### config.mk
export PLATFORM = sky130hd
export DESIGN_NAME = sonar_echo_emu
export DESIGN_NICKNAME = d
export VERILOG_FILES = /design/src/rtl/sonar_echo_emu.sv
export SDC_FILE = /design/constraint.sdc
export NUM_CORES = 1
export LEC_CHECK = 0
export ABC_AREA = 1
export BUFFER_PORTS_ARGS = -buffer_cell sky130_fd_sc_hd__clkbuf_2
export CAP_MARGIN = 10
export CELL_PAD_IN_SITES_DETAIL_PLACEMENT = 2
export CELL_PAD_IN_SITES_GLOBAL_PLACEMENT = 2
export CORE_ASPECT_RATIO = 0.8
export CORE_MARGIN = 2
export CORE_UTILIZATION = 36
export CTS_CLUSTER_SIZE = 28
export DETAILED_ROUTE_END_ITERATION = 8
export MAX_ROUTING_LAYER = met4
export PLACE_DENSITY = 0.78
export SLEW_MARGIN = 20
export SYNTH_ARGS = -nofsm -noshare
export SYNTH_HDL_FRONTEND = slang
export SYNTH_SLANG_ARGS = --single-unit
### constraint.sdc
create_clock -name clk -period 2.1 [get_ports clk]
set_input_delay 0.105 -clock clk [delete_from_list [all_inputs] [get_ports clk]]
set_output_delay 0.105 -clock clk [all_outputs]
set_load 0.01 [all_outputs]
### src/rtl/sonar_echo_emu.sv
// sonar_echo_emu: responder side of an HC-SR04 style trig/echo link.
// A trigger held for at least TRIG_MIN_US is answered, after a fixed burst
// delay, with an echo pulse whose width encodes dist_cm. An out-of-range
// distance gives a timeout-width echo. After the echo there is a holdoff.
// Ports:
//   clk, rst        clock, asynchronous active-high reset
//   trig            trigger from controller (asynchronous, synchronized here)
//   dist_cm [8:0]   emulated distance, captured when a trigger is accepted
//   ech             registered echo pulse
//   busy            high from trigger acceptance until holdoff ends
//   done            one-cycle pulse on the cycle ech falls
//   short_trig      one-cycle pulse when a too-short trigger is rejected
module sonar_echo_emu #(
  parameter int clk_freq    = 1_000_000,
  parameter int TRIG_MIN_US = 10,
  parameter int BURST_US    = 200,
  parameter int US_PER_CM   = 58,
  parameter int MIN_CM      = 2,
  parameter int MAX_CM      = 400,
  parameter int TIMEOUT_US  = 38000,
  parameter int HOLDOFF_US  = 10000
) (
  input  logic       clk,
  input  logic       rst,
  input  logic       trig,
  input  logic [8:0] dist_cm,
  output logic       ech,
  output logic       busy,
  output logic       done,
  output logic       short_trig
);

  localparam int CPU    = clk_freq / 1_000_000;
  localparam int TMIN   = TRIG_MIN_US * CPU;
  localparam int BCYC   = BURST_US * CPU;
  localparam int HCYC   = HOLDOFF_US * CPU;
  localparam int WIN    = MAX_CM * US_PER_CM * CPU;
  localparam int WTO    = TIMEOUT_US * CPU;
  localparam int WMAX   = (WIN > WTO) ? WIN : WTO;
  localparam int M1     = (WMAX > BCYC) ? WMAX : BCYC;
  localparam int M2     = (M1 > HCYC) ? M1 : HCYC;
  localparam int CMAX   = (M2 > TMIN) ? M2 : TMIN;
  localparam int CW     = $clog2(CMAX + 1);

  localparam logic [CW-1:0] TMIN_C   = CW'(TMIN);
  localparam logic [CW-1:0] BLAST_C  = CW'(BCYC - 1);
  localparam logic [CW-1:0] HCYC_C   = CW'(HCYC);
  localparam logic [CW-1:0] WTO_C    = CW'(WTO);
  localparam logic [CW-1:0] PERCM_C  = CW'(US_PER_CM * CPU);
  localparam logic [CW-1:0] ONE_C    = CW'(1);
  localparam logic [CW-1:0] ARMLOW_C = CW'(2);

  typedef enum logic [2:0] {
    ARM, IDLE, TRIG_HI, BURST, ECHO, HOLDOFF
  } state_t;

  state_t        state_q;
  logic [CW-1:0] cnt_q;
  logic [CW-1:0] w_q;
  logic [CW-1:0] w_d;
  logic [8:0]    dist_cl;
  logic          trig_m_q, trig_s_q;
  logic          ech_q, busy_q, done_q, short_q;

  assign ech        = ech_q;
  assign busy       = busy_q;
  assign done       = done_q;
  assign short_trig = short_q;

  // Echo width for the current dist_cm: clamp low, timeout when above range.
  always_comb begin
    dist_cl = dist_cm;
    if (dist_cm < 9'(MIN_CM)) dist_cl = 9'(MIN_CM);
    if (dist_cm > 9'(MAX_CM)) w_d = WTO_C;
    else                      w_d = CW'(dist_cl) * PERCM_C;
  end

  always_ff @(posedge clk or posedge rst) begin
    if (rst) begin
      state_q  <= ARM;
      cnt_q    <= '0;
      w_q      <= '0;
      trig_m_q <= 1'b0;
      trig_s_q <= 1'b0;
      ech_q    <= 1'b0;
      busy_q   <= 1'b0;
      done_q   <= 1'b0;
      short_q  <= 1'b0;
    end else begin
      trig_m_q <= trig;
      trig_s_q <= trig_m_q;
      done_q   <= 1'b0;
      short_q  <= 1'b0;
      case (state_q)
        // Require three consecutive low samples: the synchronizer comes out
        // of reset at 0, so a trig held high through reset only shows up on
        // trig_s two cycles later and must not be mistaken for "low".
        ARM: begin
          if (trig_s_q) begin
            cnt_q <= '0;
          end else if (cnt_q == ARMLOW_C) begin
            state_q <= IDLE;
            cnt_q   <= '0;
          end else begin
            cnt_q <= cnt_q + ONE_C;
          end
        end
        IDLE: begin
          if (trig_s_q) begin
            state_q <= TRIG_HI;
            cnt_q   <= ONE_C;
          end
        end
        TRIG_HI: begin
          if (trig_s_q) begin
            if (cnt_q < TMIN_C) cnt_q <= cnt_q + ONE_C;
          end else if (cnt_q >= TMIN_C) begin
            w_q     <= w_d;
            busy_q  <= 1'b1;
            state_q <= BURST;
            cnt_q   <= ONE_C;  // the trig_s falling edge cycle counts as 1
          end else begin
            short_q <= 1'b1;
            state_q <= IDLE;
            cnt_q   <= '0;
          end
        end
        BURST: begin
          if (cnt_q == BLAST_C) begin
            ech_q   <= 1'b1;
            state_q <= ECHO;
            cnt_q   <= ONE_C;
          end else begin
            cnt_q <= cnt_q + ONE_C;
          end
        end
        ECHO: begin
          if (cnt_q == w_q) begin
            ech_q   <= 1'b0;
            done_q  <= 1'b1;
            state_q <= HOLDOFF;
            cnt_q   <= ONE_C;
          end else begin
            cnt_q <= cnt_q + ONE_C;
          end
        end
        HOLDOFF: begin
          if (cnt_q == HCYC_C) begin
            busy_q  <= 1'b0;
            state_q <= ARM;
            cnt_q   <= '0;
          end else begin
            cnt_q <= cnt_q + ONE_C;
          end
        end
        default: begin
          state_q <= ARM;
          cnt_q   <= '0;
        end
      endcase
    end
  end

endmodule
==> results.yml, run 1 <==
clock_network:
  cts_buffer_depth: 2
  htreeDepth: 2
  cts_buffers: 5
  cts.sinks: 40
  cts-root-buf: "clkbuf_16"
place:
  pre_cts_ws_ns: -1.506
  dp_hpwl_microns: 11690
  place_congestion: 0.8989
  dp_cells: 747
  port_buffers: 15
synthesis:
  synthTopCellsByArea: "dfrtp_1, nand2_1, ha_1, inv_1, fa_1"
  yosysSeqAreaShare_pct: 26.37
  synth_top_family_by_area: "simple AND/OR/NAND/NOR gates"
  yosysTopAreaCell: "dfrtp_1"
  synth_mux_area_share_pct: 0
  mappedNetlistArea_sq_um: 3796
  syn_inst: 544
  ys.warnings.count: 0
  synthXorXnorAreaFrac_pct: 2.076
  synth_compound_gate_area_share_pct: 7.152
  synth_top_area_share_pct: 26.37
  synth_nets: 601
  synth_seq_cells: 40
  synth_area_per_cell_sq_um: 6.978
  yosys.area_share.simple_pct: 34.71
  synth_adder_area_share_pct: 17.01
  synth_cell_types: 37
outcome:
  first-error: "[ERROR DPL-0033] detailed placement checks failed during check placement."
  lastStage: "5_1_grt"
  status: "stopped before the end"
grt:
  grt_max_degree: 25
  grt_antenna_before_repair: 0
die:
  chipWidth_microns: 118.8
  top_level_ports: 16
  die_h_microns: 95.85
  start_util_pct: 37.07
  rows: 33
timing:
  grt-worst-endpoint: "w_q[14]$_DFFE_PP0P_/D"
  endpoint_type: "sequential cell input"
[kinds of logic after synthesis]
family	Yosys count
and+or+nand+nor	284
adders and majority gates	45
AOI/OAI and AO/OA	45
DFF	40
buffers and inverters	121
xor gates and xnor gates	9
[through the flow]
| step | area, sq um | util, % | hold slack (ns) |
|---|---|---|---|
| after global placement | 4539 | 44.33 | 0.1182 |
| after CTS | 4979 | 48.62 | 0.2026 |
| after floorplan | 3929 | - | 0.1364 |
| after detailed placement | 4539 | 44.33 | 0.1413 |
[synth_stat cells, drive strengths merged]
cell	instances
o21a	1
clkinv	1
nand2	177
nand3	35
o22ai	5
fa	11
o21bai	4
a31oi	1
a21o	1
nand3b	1
nor3	5
xnor2	3
o21ai	13
a21boi	1
buf	3
xor2	6
ha	34
nor2	55
o31ai	1
dfrtp	40
nand4	11
clkbuf	3
a22oi	4
inv	114
a21oi	14
[repair_timing]
action	CTS
endpoints found under the setup margin	14
pin swaps	22
setup buffers	6
hold buffers	2
gates resized for setup	44
cloned	1
endpoints found under the hold margin	17
==> run 2: changes to the inputs <==
==> config.mk (replaced) <==
export PLATFORM = sky130hd
export DESIGN_NAME = sonar_echo_emu
export DESIGN_NICKNAME = d
export VERILOG_FILES = /design/src/rtl/sonar_echo_emu.sv
export SDC_FILE = /design/constraint.sdc
export NUM_CORES = 1
export LEC_CHECK = 0
export ABC_AREA = 1
export BUFFER_PORTS_ARGS = -buffer_cell sky130_fd_sc_hd__clkbuf_2
export CAP_MARGIN = 10
export CORE_MARGIN = 2
export CORE_UTILIZATION = 25
export DETAILED_ROUTE_END_ITERATION = 8
export PLACE_DENSITY_LB_ADDON = 0.15
export SLEW_MARGIN = 20
export SYNTH_ARGS = -nofsm -noshare
export SYNTH_HDL_FRONTEND = slang
export SYNTH_SLANG_ARGS = --single-unit
==> run 2 against run 1 <==
Synthesized area is the same; synthesized cell count stayed put; the flow now finishes, with violations (negative setup slack).
==> results.yml, run 2 <==
routing:
  drt_wl_total_microns: 10260
  avgViaCountPerCell: 4.320
  drtIter0Drc: 168
  drc: 0
  ant_nets: 0
  firstDrtPassIters: 4
  vias: 3499
  routedWlPerCell_microns: 12.66
worst_hold_path:
  hold_path_depth: 4
  hp-class: "in2reg"
  min_to: "w_q[1]"
  hold_start: "dist_cm[0]"
power_and_ir_drop:
  leakage_nw: 2.729
  p_sw_share_pct: 42.03
  total_power_w: 0.003845
  switchingPower_w: 0.001616
  combPwrFrac_pct: 55.5
  p_per_area_nw_per_um2: 760.7
  max-vdd-ir-drop_v: 0.0003121
  clkPwrFrac_pct: 19.8
  p_int_w: 0.002229
  power_frac_seq_pct: 24.8
synthesis:
  syn_inst: 544
  synth_top_area_share_pct: 26.37
  synth_cell_types: 37
  async_flop_share_pct: 100.0
  yosysTopAreaCell: "dfrtp_1"
  synth_nets: 601
  synthTopCellsByArea: "dfrtp_1, nand2_1, ha_1, inv_1, fa_1"
  synth_area_per_cell_sq_um: 6.978
  netlist_top_cells_count: "nand2_1, inv_1, nor2_1"
  synth_most_common_cell: "nand2_1"
  ys.warnings.count: 0
  yosysSeqAreaShare_pct: 26.37
  synth-main-ff-cell: "dfrtp_1"
  synth-edff-count: 0
  synth_seq_cells: 40
  mappedNetlistArea_sq_um: 3796
outcome:
  violations: "negative setup slack"
  status: "finished with violations"
grt:
  grt_pass1_vias: 3755
  grt_use_total_pct: 13.90
  grt_pass1_wl_microns: 18210
  grt_max_degree: 41
  grt_antenna_before_repair: 0
  grt.overflow.total: 0
critical_path:
  rr_worst_depth: 10
  crit_fanout: 6
  crit_slowest_cell: "fa_1"
  cp_top_family: "adder cells"
  r2r_slack_ns: 0.22
  critPathArrivalTime_ns: 3.06
  crit_buf_inv: 5
  slowest_delay_ns: 0.48
  r2r_end: "cnt_q[14]"
  critPathLaunchType: "primary input"
  crit_path_end_kind: "flop"
  cp_cell_sequence: "clkbuf_16, inv_12, nand2_4, nor3_4, nand3_4, nand2_4, inv_4, fa_1, ha_1, inv_1, fa_1, inv_2, ha_4, nand2_1, nand2_1, a21oi_1, nand2_1, xor2_1, a22oi_1"
  cp_common_cell: "nand2_1"
  critPathKind: "in2reg"
  r2r-start: "cnt_q[1]"
  critical_path_required_ns: 2.30
clock_network:
  cts_buffers: 5
  clkLatencyLatePin_ns: 0.29
  cts_buffer_depth: 2
  cts-root-buf: "clkbuf_16"
  htreeDepth: 2
  clk_pin_slew_ns: 0.06
  cts.sinks: 40
  cts_tree: "yes"
timing:
  clock_skew_ns: 0.007570
  final_hold_viol_count: 0
  tightest_slew_ns: 0.5368
  timing.final.ws_setup_ns: -0.7541
  max_freq_ghz: 0.3504
  rsz0062_at_grt: "true"
  fin_crit_sh_pct: 135.9
  fin_crit_ns: 2.854
  drv_slew: 0
  relSlewSlack_pct: 64.21
  finalSetupViolCount: 10
die:
  die_h_microns: 127.2
  rows: 45
  die-area_sq_um: 16190
  core_sq_um: 15030
  start_util_pct: 25.25
  chipWidth_microns: 127.2
  top_level_ports: 16
cells_and_area:
  reg_top3: "cnt_q x16, w_q x15, state_q x3"
  top_register: "cnt_q"
  layout_common_cells: "nand2_1, inv_1, buf_4, nor2_1, dfrtp_1"
  nets: 679
  largest_register_ffs: 16
  post-route-util_pct: 33.62
  mostFrequentLayoutCell: "nand2_1"
  layout-drive-gt1-share_pct: 28.78
  area_growth_pct: 33.16
  diodes: 0
place:
  place_congestion: 0.8169
  dp_hpwl_microns: 7991
  port_buffers: 15
flow_run:
  drv_cap: 0
==> run 2: cell counts after synthesis <==
Identical to the previous run, type by type.
==> run 2: cell families (layout without fill, tap and decap cells) <==
group           count (synthesis)  in the layout  synth area share [%]
flops                          40             40                 26.37
xor+xnor                        9              9                 2.077
fa+ha+maj                      45             45                 17.01
buf+inv                       121            199                 12.69
simple gates                  284            284                 34.71
compound gates                 45             45                 7.153
==> run 2: repair_timing <==
action | in CTS | in global routing
setup buffers | 18 | 2
endpoints found under the setup margin | 10 | 11
hold buffers | 2 | 0
pin swaps | 20 | 21
gates resized for setup | 36 | 18
hold endpoints to repair | 41 | 0
==> run 2: per-layer routing <==
layer | vias to the layer above | routed length, microns | GRT usage, %
met1 | 1626 | 5069 | 18.29
met3 | 9 | 191 | 1.968
met5 | - | 0 | 0
li1 | 1832 | - | -
met4 | 0 | 104 | 3.103
met2 | 32 | 4889 | 24.29
==> run 2: worst max-delay path by stage <==
stage                     startpoint  endpoint  slack, ns  cells past startpoint
final                     dist_cm[1]   w_q[12]      -0.75                     19
after global routing      dist_cm[1]   w_q[12]      -0.94                     19
after CTS                 dist_cm[1]   w_q[11]      -0.76                     20
after detailed placement  dist_cm[2]    w_q[9]      -1.26                     17
after global placement    dist_cm[2]    w_q[9]      -1.18                     17
after floorplan           dist_cm[1]   w_q[13]      -0.86                     20
==> run 2: area by class of cell <==
class                   instances  area (sq um)
clock buffers                   5         125.1
clock inverters                 2         12.51
fillers                      1590          9978
inverters                     115         464.2
multi-input cells             383          2589
flip-flops and latches         40          1001
well taps                     188         235.2
repair buffers                 77         628.1
==> run 2: power by group through the flow <==
| stage | logic, W | registers [W] | clock network [W] |
|---|---|---|---|
| CTS | 0.00209 | 0.000952 | 0.000789 |
| global placement | 0.00193 | 0.000968 | 0 |
| floorplan | 0.00133 | 0.000946 | 0 |
| finish | 0.00213 | 0.000952 | 0.000760 |
| detailed placement | 0.00193 | 0.000967 | 0 |
| global route | 0.00242 | 0.000965 | 0.000819 |
==> run 2: metrics by stage <==
stage / setup slack (ns) / hold WS (ns) / TNS (ns) / instance area [sq um] / instances
floorplan: -0.8623 / 0.1364 / -7.033 / 3929 / 544
global placement: -1.182 / 0.2139 / -10.80 / 4559 / 788
detailed placement: -1.256 / 0.2159 / -11.60 / 4559 / 788
CTS: -0.7598 / 0.2248 / -6.948 / 5005 / 815
global route: -0.9413 / 0.2231 / -8.037 / 5055 / 810
finish: -0.7541 / 0.2145 / -6.362 / 5055 / 810
==> run 2: worst register-to-register path: stages (launching register included) <==
cell	delay (ns)
dfrtp_1	0.48
ha_1	0.24
nand2_1	0.09
nor2_2	0.17
nand3_2	0.13
nor2_4	0.23
nand2_1	0.11
nor3_1	0.15
nand2_1	0.07
nand2_1	0.06
nor2_1	0.04
Power figures use the tool's default switching activity.
==> run 3: changes to the inputs <==
--- a/config.mk
+++ b/config.mk
@@ -11,7 +11,7 @@
 export CORE_MARGIN = 2
 export CORE_UTILIZATION = 25
 export DETAILED_ROUTE_END_ITERATION = 8
-export PLACE_DENSITY_LB_ADDON = 0.15
+export PLACE_DENSITY = 0.46
 export SLEW_MARGIN = 20
 export SYNTH_ARGS = -nofsm -noshare
 export SYNTH_HDL_FRONTEND = slang
==> run 3 against run 2 <==
The flow still finishes with violations (negative setup slack); sequential power about the same; first-iteration DRC count down 29%; cell area down 0.27%; highest routed layer unchanged; sequential share of layout area up 0.079 points; wire length down 9.2%; clock skew down 0.00059 ns; final cell count down 0.99%; fmax up 1.2%; power up 2.2%.
==> results.yml, run 3 (synthesis gave the netlist of run 2 again) <==
timing:
  clock_skew_ns: 0.006978
  tightest_slew_ns: 0.5148
  timing.final.ws_setup_ns: -0.7205
  fin_crit_ns: 2.821
  rsz0062_at_grt: "true"
  drv_slew: 0
  relSlewSlack_pct: 65.68
  finalSetupViolCount: 10
  final_hold_viol_count: 0
  fin_crit_sh_pct: 134.3
  max_freq_ghz: 0.3545
  timing.hold.ws_ns: 0.2236
critical_path:
  critPathKind: "in2reg"
  crit_buf_inv: 4
  critPathLaunchType: "primary input"
  crit_slowest_cell: "fa_2"
  crit_path_end_kind: "flop"
  cp_top_family: "adder cells"
  crit_fanout: 5
  cp_cell_sequence: "clkbuf_16, inv_12, nand2_4, nor3_4, nand3_4, nand2_2, inv_2, fa_1, inv_2, ha_4, fa_2, ha_4, a21oi_2, nand2_2, a21oi_2, xor2_1, o22ai_1"
  critPathArrivalTime_ns: 2.99
  slowest_delay_ns: 0.59
  critical_path_required_ns: 2.27
cells_and_area:
  area_growth_pct: 32.79
  top_register: "cnt_q"
  reg_top3: "cnt_q x16, w_q x15, state_q x3"
  fillCellCount: 1607
  diodes: 0
  layout_common_cells: "nand2_1, inv_1, buf_4, nor2_1, dfrtp_1"
  multi_input_area_sq_um: 2663
  post-route-util_pct: 33.53
  instances_no_fill: 802
  mostFrequentLayoutCell: "nand2_1"
  regArea_sq_um: 1002
  layout-drive-gt1-share_pct: 29.15
  final_area_sq_um: 5041
  nets: 671
  largest_register_ffs: 16
grt:
  grt_pass1_wl_microns: 17190
  grt_use_total_pct: 12.78
  busiest_layer: "met2"
  grtUsageMet1_pct: 15.77
  grt.overflow.total: 0
  use_met2_pct: 23.78
  global_route.usage.met3_pct: 1.591
  grt_antenna_before_repair: 0
  grt_pass1_vias: 3736
  grt_max_degree: 41
clock_network:
  cts_buffer_depth: 2
  cts_buffers: 5
  htreeDepth: 2
  cts_tree: "yes"
  cts.sinks: 40
  clk_pin_slew_ns: 0.06
  clkLatencyLatePin_ns: 0.28
  cts-root-buf: "clkbuf_16"
worst_hold_path:
  hp-class: "in2reg"
die:
  start_util_pct: 25.25
  rows: 45
  chipWidth_microns: 127.2
  die_h_microns: 127.2
  core_sq_um: 15030
  die-area_sq_um: 16190
  top_level_ports: 16
place:
  place_area_sq_um: 4547
  dp_hpwl_microns: 7467
  port_buffers: 15
  place_congestion: 0.8486
  dp_cells: 788
flow_run:
  drv_cap: 0
routing:
  avgViaCountPerCell: 4.310
  routedWlPerCell_microns: 11.61
  ant_nets: 0
  vias: 3457
  firstDrtPassIters: 4
  drt_wl_total_microns: 9309
  drc: 0
  drtIter0Drc: 119
power_and_ir_drop:
  clkPwrFrac_pct: 18.7
  max-vdd-ir-drop_v: 0.0002657
  switchingPower_w: 0.001646
  p_per_area_nw_per_um2: 779.4
  p_sw_share_pct: 41.90
  leakage_nw: 2.687
  combPwrFrac_pct: 57.0
  total_power_w: 0.003929
  p_int_w: 0.002283
  power_frac_seq_pct: 24.2
outcome:
  violations: "negative setup slack"
  status: "finished with violations"
## run 3: cell types whose count changed in the layout (fill, tap and decap cells not counted), sizes merged
cell and delta:
buf -8
## run 3: routing by layer
layer	share of wire, %	wire, microns
met3	1.9	176
met1	47	4404
met2	49	4589
met4	1.5	138
met5	0	0
## run 3: cell type report
cell class                      count  area share (%)
Multi-Input combinational cell    383           52.82
Sequential cell                    40           19.88
Timing Repair Buffer               69           10.65
Inverter                          115           9.258
Tap cell                          188           4.666
Clock buffer                        5           2.482
Clock inverter                      2          0.2482
## run 3: repair_timing
item | in CTS | in global routing
endpoints found under the hold margin | 41 | 0
gates resized for setup | 47 | 12
endpoints found under the setup margin | 10 | 14
hold buffers | 2 | 0
pin swaps | 38 | 5
buffers inserted | 5 | 0
## run 3: metrics by stage
step / setup slack (ns) / TNS [ns]
floorplan: -0.8623 / -7.033
global placement: -1.239 / -10.67
detailed placement: -1.271 / -11.02
CTS: -0.7074 / -5.980
global route: -0.9109 / -7.616
finish: -0.7205 / -6.188
## run 3: power groups by stage
stage               Clock (W)  Sequential (W)  Combinational, W
floorplan                   0        0.000946           0.00133
global placement            0        0.000963           0.00192
detailed placement          0        0.000967           0.00191
CTS                  0.000759        0.000953           0.00219
global route         0.000799        0.000969           0.00253
finish               0.000736        0.000953           0.00224
## run 3: worst register-to-register path, stage by stage (launching register included)
cell	delay, ns
dfrtp_1	0.47
nor2_1	0.13
nand2_1	0.11
nor2_4	0.18
nand2_1	0.13
nand2_2	0.14
nand2_4	0.07
nor2_4	0.14
nand4_4	0.22
nand2_1	0.13
inv_1	0.04
## run 3: final timing paths
check                      startpoint         to  slack [ns]  cells after the start
setup / recovery           dist_cm[1]     w_q[9]       -0.72                     17
hold / removal             dist_cm[0]     w_q[1]        0.22                      4
setup reg to reg             cnt_q[8]  cnt_q[11]        0.24                     10
hold reg to reg              trig_m_q   trig_s_q        0.35                      0
max in group asynchronous         rst   cnt_q[1]        1.25                      4
min in group asynchronous         rst   trig_s_q        0.47                      4
==> run 4: changes to the inputs <==
--- a/config.mk
+++ b/config.mk
@@ -8,10 +8,12 @@
 export ABC_AREA = 1
 export BUFFER_PORTS_ARGS = -buffer_cell sky130_fd_sc_hd__clkbuf_2
 export CAP_MARGIN = 10
+export CELL_PAD_IN_SITES_DETAIL_PLACEMENT = 1
+export CELL_PAD_IN_SITES_GLOBAL_PLACEMENT = 2
 export CORE_MARGIN = 2
 export CORE_UTILIZATION = 25
 export DETAILED_ROUTE_END_ITERATION = 8
-export PLACE_DENSITY = 0.46
+export PLACE_DENSITY = 0.67
 export SLEW_MARGIN = 20
 export SYNTH_ARGS = -nofsm -noshare
 export SYNTH_HDL_FRONTEND = slang
==> run 4 against run 3 <==
The run still ends with negative setup slack left; power increased by 1.6%; combinational power about the same; cell area rose by 1.0%; sequential cell count stayed put; clock power is 8.7% higher; critical path depth increased by 2; register-to-register slack got worse by 0.02 ns; fmax fell by 0.86%; sequential power increased by 1%; die area unchanged; largest cell class unchanged.
==> results.yml, run 4 (synthesis gave the netlist of run 2 again) <==
place:
  place_congestion: 0.7939
  port_buffers: 15
  place_area_sq_um: 4572
  dp_hpwl_microns: 8757
cells_and_area:
  fillCellCount: 1836
  reg_top3: "cnt_q x16, w_q x15, state_q x3"
  post-route-util_pct: 33.87
  diodes: 0
  layout-drive-gt1-share_pct: 29.11
  largest_register_ffs: 16
  mostFrequentLayoutCell: "nand2_1"
  layout_common_cells: "nand2_1, inv_1, buf_4, nor2_1, dfrtp_1"
  final_area_sq_um: 5092
  top_register: "cnt_q"
  area_growth_pct: 34.15
  nets: 671
timing:
  fin_crit_ns: 2.845
  final_hold_viol_count: 0
  tightest_slew_ns: 0.7405
  tns_ns: -6.048
  fin_crit_sh_pct: 135.5
  finalSetupViolCount: 10
  drv_slew: 0
  rsz0062_at_grt: "true"
  timing.final.ws_setup_ns: -0.7449
  clock_skew_ns: 0.005510
  max_freq_ghz: 0.3515
  relSlewSlack_pct: 50.33
power_and_ir_drop:
  switchingPower_w: 0.001685
  power_frac_seq_pct: 24.2
  p_int_w: 0.002305
  p_sw_share_pct: 42.22
  leakage_nw: 2.698
  p_per_area_nw_per_um2: 783.6
  clkPwrFrac_pct: 20.1
  combPwrFrac_pct: 55.8
  max-vdd-ir-drop_v: 0.0002627
critical_path:
  critical_path_required_ns: 2.27
  critPathArrivalTime_ns: 3.01
  r2r-start: "cnt_q[0]"
  r2r_slack_ns: 0.22
  critPathKind: "in2reg"
  cp-startpoint: "dist_cm[1]"
  crit_path_end_kind: "flop"
  crit_fanout: 5
  critPathLaunchType: "primary input"
grt:
  grt.overflow.total: 0
  grt_pass1_wl_microns: 18850
  grt_use_total_pct: 14.61
  grt_pass1_vias: 3913
  grt_antenna_before_repair: 0
  grt_max_degree: 24
routing:
  drtIter0Drc: 99
  firstDrtPassIters: 4
  ant_nets: 0
  vias: 3541
  avgViaCountPerCell: 4.410
  drc: 0
  routedWlPerCell_microns: 13.72
  drt_wl_total_microns: 11020
outcome:
  status: "finished with violations"
  violations: "negative setup slack"
flow_run:
  drv_cap: 0
clock_network:
  cts-root-buf: "clkbuf_16"
  htreeDepth: 2
  clk_pin_slew_ns: 0.06
  cts.sinks: 40
  cts_tree: "yes"
  cts_buffers: 5
  cts_buffer_depth: 2
  clkLatencyLatePin_ns: 0.29
die:
  rows: 45
  chipWidth_microns: 127.2
  top_level_ports: 16
  die_h_microns: 127.2
  core_sq_um: 15030
  die-area_sq_um: 16190
  start_util_pct: 25.25
worst_hold_path:
  hold_start: "dist_cm[0]"
  hp-class: "in2reg"
run 4: cell type report:
cell class / instances / area [sq um] / share of cell area (%)
well taps: 188 / 235.2 / 4.619
clock buffers: 8 / 146.4 / 2.875
multi-input cells: 383 / 2685 / 52.73
repair buffers: 69 / 558.0 / 10.96
flip-flops and latches: 40 / 1003 / 19.71
inverters: 115 / 464.2 / 9.115
run 4: metrics by stage:
| step | hold slack [ns] | total power, W | setup WS (ns) | cells |
|---|---|---|---|---|
| after floorplan | 0.1364 | 0.002279 | -0.8623 | 544 |
| after global placement | 0.1633 | 0.002890 | -1.191 | 788 |
| after detailed placement | 0.1701 | 0.002917 | -1.263 | 788 |
| after CTS | 0.1980 | 0.003988 | -0.7203 | 802 |
| after global routing | 0.2409 | 0.004330 | -0.9138 | 803 |
| final | 0.2047 | 0.003990 | -0.7449 | 803 |
run 4: critical path, cell delays in order:
cell and delay [ns]:
clkbuf_16 0.13, inv_12 0.04, nand2_4 0.05, nor3_4 0.14, nand3_4 0.15, nand2_4 0.12
inv_4 0.04, fa_1 0.47, ha_1 0.29, inv_1 0.04, fa_1 0.48, inv_2 0.05
ha_4 0.25, nand2_2 0.09, nand2_4 0.07, a21oi_2 0.13, nand2_1 0.07, xor2_1 0.19
a22oi_1 0.09
run 4: power by group through the flow:
stage | clock network [W] | logic (W) | registers (W)
CTS | 0.000838 | 0.00219 | 0.000960
global route | 0.000857 | 0.00250 | 0.000978
finish | 0.000800 | 0.00223 | 0.000964
global placement | 0 | 0.00192 | 0.000971
floorplan | 0 | 0.00133 | 0.000946
detailed placement | 0 | 0.00194 | 0.000974
run 4: timing repair:
action,CTS,global route
setup buffers,4,1
endpoints found under the hold margin,18,0
hold buffers,2,0
gates resized for setup,45,11
pin swaps,40,7
setup endpoints to repair,10,21
run 4: worst paths after layout:
| path | to | cells past startpoint |
|---|---|---|
| setup / recovery | w_q[12] | 19 |
| min in group asynchronous | state_q[0] | 3 |
| hold reg to reg | trig_s_q | 0 |
| max in group asynchronous | cnt_q[3] | 4 |
| hold / removal | w_q[1] | 4 |
| setup reg to reg | cnt_q[6] | 10 |
run 4: per-layer routing:
metal | GRT usage [%] | share of wire, % | vias up
met4 | 3.749 | 1.2 | 0
met5 | 0 | 0 | -
met1 | 16.87 | 44 | 1702
li1 | - | - | 1810
met2 | 28.46 | 53 | 23
met3 | 1.633 | 1.3 | 6
